==> src/rtl/p2s_serializer.sv <==
// p2s_serializer: 16-element parallel frame to valid/ready serial stream.
// Ports: clk, rst (async, active-high); p_valid/p_ready/drop and y0..y15 on
// the frame side; s_valid/s_ready/s_d/s_idx/s_last on the serial side.
module p2s_serializer #(
  parameter int unsigned DATA_W = 16
) (
  input  logic                     clk,
  input  logic                     rst,
  input  logic                     p_valid,
  input  logic signed [DATA_W-1:0] y0,
  input  logic signed [DATA_W-1:0] y1,
  input  logic signed [DATA_W-1:0] y2,
  input  logic signed [DATA_W-1:0] y3,
  input  logic signed [DATA_W-1:0] y4,
  input  logic signed [DATA_W-1:0] y5,
  input  logic signed [DATA_W-1:0] y6,
  input  logic signed [DATA_W-1:0] y7,
  input  logic signed [DATA_W-1:0] y8,
  input  logic signed [DATA_W-1:0] y9,
  input  logic signed [DATA_W-1:0] y10,
  input  logic signed [DATA_W-1:0] y11,
  input  logic signed [DATA_W-1:0] y12,
  input  logic signed [DATA_W-1:0] y13,
  input  logic signed [DATA_W-1:0] y14,
  input  logic signed [DATA_W-1:0] y15,
  output logic                     p_ready,
  output logic                     drop,
  output logic                     s_valid,
  input  logic                     s_ready,
  output logic signed [DATA_W-1:0] s_d,
  output logic [3:0]               s_idx,
  output logic                     s_last
);

  typedef enum logic {IDLE, SEND} state_t;

  state_t                   state_q, state_d;
  logic [3:0]               idx_q;
  logic                     drop_q;
  logic                     at_last;
  logic                     accept;
  logic signed [DATA_W-1:0] y_in      [16];
  logic signed [DATA_W-1:0] frame_buf [16];

  always_comb begin
    y_in[0]  = y0;
    y_in[1]  = y1;
    y_in[2]  = y2;
    y_in[3]  = y3;
    y_in[4]  = y4;
    y_in[5]  = y5;
    y_in[6]  = y6;
    y_in[7]  = y7;
    y_in[8]  = y8;
    y_in[9]  = y9;
    y_in[10] = y10;
    y_in[11] = y11;
    y_in[12] = y12;
    y_in[13] = y13;
    y_in[14] = y14;
    y_in[15] = y15;
  end

  assign at_last = (idx_q == 4'd15);

  always_comb begin
    state_d = state_q;
    p_ready = 1'b0;
    s_valid = 1'b0;
    case (state_q)
      IDLE: begin
        p_ready = 1'b1;
        if (p_valid) state_d = SEND;
      end
      SEND: begin
        s_valid = 1'b1;
        // Last element handshaking frees the buffer in the same cycle,
        // so a new frame can be taken without a bubble.
        if (s_ready && at_last) begin
          p_ready = 1'b1;
          if (!p_valid) state_d = IDLE;
        end
      end
      default: state_d = IDLE;
    endcase
  end

  assign accept = p_valid & p_ready;

  always_ff @(posedge clk or posedge rst) begin
    if (rst) begin
      state_q <= IDLE;
      idx_q   <= '0;
      drop_q  <= 1'b0;
      for (int unsigned i = 0; i < 16; i++) frame_buf[i] <= '0;
    end else begin
      state_q <= state_d;
      drop_q  <= p_valid & ~p_ready;
      if (accept) begin
        frame_buf <= y_in;
        idx_q     <= '0;
      end else if (state_q == SEND && s_ready && !at_last) begin
        idx_q <= idx_q + 4'd1;
      end
    end
  end

  assign s_d    = frame_buf[idx_q];
  assign s_idx  = idx_q;
  assign s_last = s_valid & at_last;
  assign drop   = drop_q;

endmodule

==> config.mk <==
export PLATFORM = sky130hd
export DESIGN_NAME = p2s_serializer
export DESIGN_NICKNAME = d
export VERILOG_FILES = /design/src/rtl/p2s_serializer.sv
export SDC_FILE = /design/constraint.sdc
export NUM_CORES = 1
export LEC_CHECK = 0
export CORE_AREA = 5 5 169 155
export DETAILED_ROUTE_END_ITERATION = 12
export DIE_AREA = 0 0 174 160
export PLACE_DENSITY_LB_ADDON = 0.12
export REMOVE_ABC_BUFFERS = 1
export SLEW_MARGIN = 30
export SYNTH_ARGS = -nofsm -noshare
export SYNTH_HDL_FRONTEND = slang
export SYNTH_SLANG_ARGS = --single-unit
==> constraint.sdc <==
create_clock -name clk -period 10.2 [get_ports clk]
set_input_delay 1.02 -clock clk [delete_from_list [all_inputs] [get_ports clk]]
set_output_delay 1.02 -clock clk [all_outputs]
set_load 0.02 [all_outputs]
; Yosys cells after proc, flatten, opt, wreduce, memory -nomap -nowiden
; Cells that the tools add are included.
[classes]
addsub = 1
order_cmp = 1
eq_ne = 1
n_mux = 11
bitwise_logic = 6
reduce_logical = 5
[ops]
columns = cell, count
row1 = binary-select mux 16 bit (select 4 bit), 1
row2 = two-way mux 16 bit, 2
row3 = two-way mux 4 bit, 2
row4 = >= comparator 5 bit (second input constant), 1
row5 = inverter 4 -> 5 bit, 1
row6 = adder 4 x 1 -> 4 bit (second input constant), 1
row7 = == test 4 bit (second input constant), 1
row8 = two-way mux 1 bit, 4
row9 = one-hot mux 1 bit (2 select lines), 2
row10 = bitwise AND 1 bit, 3
row11 = logical AND 1 bit, 3
row12 = inverter 1 bit, 2
row13 = nonzero test 2 bit, 1
row14 = zero test 1 bit, 1
[totals]
reg_bits = 262
input_bits = 260
output_inout_bits = 24
word_cells = 44

; Longest topological paths before layout
[depth]
ltp_word = 6
ltp_mapped = 7
ltp_nobuf = 5

; Worst setup path after synthesis
; No wires, ideal clock.
[synth_path]
kind = flip-flop to output port
from = register idx_q[1], in the netlist s_idx[1]
to = output port s_d[0]
arrival_time_ps = 1807
required_time_ps = 9180
slack_ps = 7373
path_stages_with_launch = 7
n_path_buf = 3
cell_sequence = dfrtp_1 > buf_4 > buf_2 > buf_2 > mux4_2 > a22oi_1 > nand2_1
[synth_via]
elab_chain_cells = 4
[synth_lines]
columns = element, line_no
row1 = start: declaration, 38  ; logic [3:0] idx_q;
row2 = start signal: assignment, 103  ; idx_q <= idx_q + 4'd1;
row3 = inverter 4 -> 5 bit (not written as such), 108  ; assign s_d = frame_buf[idx_q];
row4 = binary-select mux 16 bit (select 4 bit), 108
row5 = two-way mux 16 bit (not written as such) (2 in a row), 108
row6 = end: declaration, 30  ; output logic signed [DATA_W-1:0] s_d,
; Every way passes these cells. The select of a mux whose other input is x is not followed.

; Worst setup path in the final report
[layout_path]
from = register idx_q[0], in the netlist s_idx[0]
to = output port s_d[10]
; The elaborated chain is that of the path after synthesis.

==> metrics.txt <==
outcome=finished clean; slowest stage cell, crit path=dfrtp_4; Starting Density=0.496; r2r worst-path depth=7; Clock Tree Root=clkbuf_16; full die area=~28000 um^2; initial antenna violation count=2; Die Ht=160 um; hold depth=1; cts hold-fix bufs=0; Post-route DRC=0; sequential share of the synthesized area=0.550; Tot Pwr=4.62 mW; initial drt markers=368; CTS tree=yes; Final Wtd Congestion=between 0.7 and 0.8; post-CTS setup buffer count=0; Final Max Tran Viols=0; worst hold margin=~0.48 ns; Worst-Margin Slew=0.894 ns; crit start category=flip-flop; combinational family with the most area after synthesis=multiplexers; CORE AREA=about 24000 um^2; Top Ports=284; multiplexer share of the synthesized area=0.357; crit path from=s_idx[0]; number of H-tree levels=1; Fillers=1776; clk buf depth=3; Worst slew margin=0.401; clock slew at reported path FFs=roughly 0.06 ns; CTS Buf Count=29; complex-gate fraction of the synthesized area=0.0417; port bufs=283; post-route ant nets=0; CP endpoint kind=output pin; first-pass GRT wire length=approximately 46 mm; Final Hold Fails=0; WL per Instance=about 21 um; Leak=6.80 nW; Synth cell types=25; crit path cell chain=buf_6, mux2i_1, a221oi_1, o21ai_0, nand2_1, clkdlybuf4s50_1; layout cell share with drive strength beyond 1=0.144; RSZ-0062 raised after global routing=false; GRT overflow=0; row count=54; cell count after synthesis=776; post-DP HPWL=19.3 mm; GRT Overall Usage=0.206; vias in the first global route=approximately 8300; setup_tns=0 ns; routed via count=7556; number of synthesized register bits=262; PwrDens=292 nW/um^2; commonest non-fill, non-tap cell in the layout=clkdlybuf4s50_1; die width=174 um; CTS resizes=0; Post-Synth Adder-Cell Area=0.00105; fmax=214 MHz; clk sink count=262; Max IR drop VDD=0.209 mV; Detailed Routing Iterations Pass 1=4; Hold Crit Start=frame_buf[214]; Synth-to-Final Area Change=32.6%; simple-gate share of the synthesized area=0.0116; most frequent cells in the layout=clkdlybuf4s50_1, dfrtp_1, mux2_1; minimum clock period=4.66 ns; Synth Warn #=0; max-capacitance violation count=0; Cell Area, Synth=between 10000 and 15000 um^2; RR Startpoint=s_idx[0]; WS Path Type=flip-flop to output pin; R2R setup slack=6.29 ns; Setup Skew=between 0.008 and 0.009 ns; Avg Inst Size Synth=15.4 um^2; wirelength, routed=a little under 30 mm; # setup viols final=0; largest net degree at the start of global routing=129; Hold EP=frame_buf[214]; nets=1306; Crit path largest cell delay=0.96 ns; Synth Area in XOR/XNOR=0.00220; Final Cycle Share=0.457; Clock Latency Late Sink=0.54 ns; vias per cell=5.49; Worst Path Arrival=3.64 ns; crit path max fanout=between 50 and 60; Reg2Reg Capture Point=frame_buf[89]; critical path data required time=around 9 ns; Worst Hold Class=flip-flop to flip-flop
==> flip-flops by register name (all words and copies together), names as in the netlist <==
register   flops
frame_buf    256
s_idx          4
state_q        1
drop           1
==> power breakdown <==
part           internal [mW]  switching, mW  leakage, nW  total (mW)
registers               1.54          0.302         3.20        1.85
clock network          0.582          0.408        0.448       0.990
logic                   1.01          0.777         3.15        1.78
==> cell type report <==
| class | instances | area [um^2] | area share |
|---|---|---|---|
| Antenna cell | 2 | 5.00 | 0.000317 |
| Sequential cell | 262 | 6560 | 0.415 |
| Timing Repair Buffer | 294 | 2990 | 0.189 |
| Multi-Input combinational cell | 454 | 4940 | 0.312 |
| Clock inverter | 10 | 77.6 | 0.00491 |
| Tap cell | 308 | 385 | 0.0244 |
| Inverter | 4 | 27.5 | 0.00174 |
| Clock buffer | 42 | 825 | 0.0522 |
==> kinds of logic after synthesis <==
logic type,after synthesis
multiplexers,353
flip-flops,262
AO/OA/AOI/OAI,65
buffers and inverters,60
AND/OR/NAND/NOR,32
XOR/XNOR,3
adder cells (fa/ha/maj),1
==> metrics by stage <==
step	instance area (um^2)	worst slack, ns	utilization	std cells
finish	15800	5.54	0.657	1376
detailed placement	14900	5.77	0.619	1322
CTS	15800	5.18	0.656	1374
global placement	14800	5.86	0.616	1319
global route	15800	5.25	0.657	1375
floorplan	11500	1.15	-	720
==> synthesized netlist by cell type <==
master,count,share of area
buf_4,3,0.0019
xor2_1,1,0.00073
clkinv_1,1,0.00031
ha_1,1,0.0010
mux2_1,196,0.19
a221oi_1,32,0.024
and3_1,2,0.0010
buf_6,23,0.022
nand4_1,3,0.0016
nor2_1,6,0.0019
clkbuf_1,7,0.0022
a22oi_1,16,0.010
mux4_2,32,0.060
nor2b_1,1,0.00053
a21oi_4,1,0.0014
xnor2_1,2,0.0015
dfrtp_1,262,0.55
inv_1,3,0.00094
o21ai_0,16,0.0067
buf_2,23,0.0097
mux2i_1,65,0.055
mux2_2,60,0.057
and2_1,1,0.00053
nand2_1,18,0.0057
nand3_1,1,0.00042
==> worst max path at each step <==
stage                                to  slack, ns  depth (start not counted)
after floorplan           frame_buf[27]       1.15                          4
after detailed placement         s_d[5]       5.77                          6
final                           s_d[10]       5.54                          6
after CTS                        s_d[5]       5.18                          6
after global routing             s_d[5]       5.25                          6
after global placement           s_d[5]       5.86                          6
==> layer usage <==
layer,GRT usage,wire [um],part of all wire,vias up
met5,0,13,0.00045,-
met4,0.0507,666,0.023,2
met3,0.0648,2270,0.078,52
met2,0.327,13400,0.46,226
met1,0.279,12600,0.44,3838
li1,-,-,-,3438
==> worst max-delay path: cells and delay by family, from the launching register on <==
kind,cells,cell delay (ns)
buffers and inverters,2,1.28
DFF,1,0.96
AOI/OAI and AO/OA,2,0.53
muxes,1,0.21
and+or+nand+nor,1,0.10
Power figures use the tool's default switching activity.
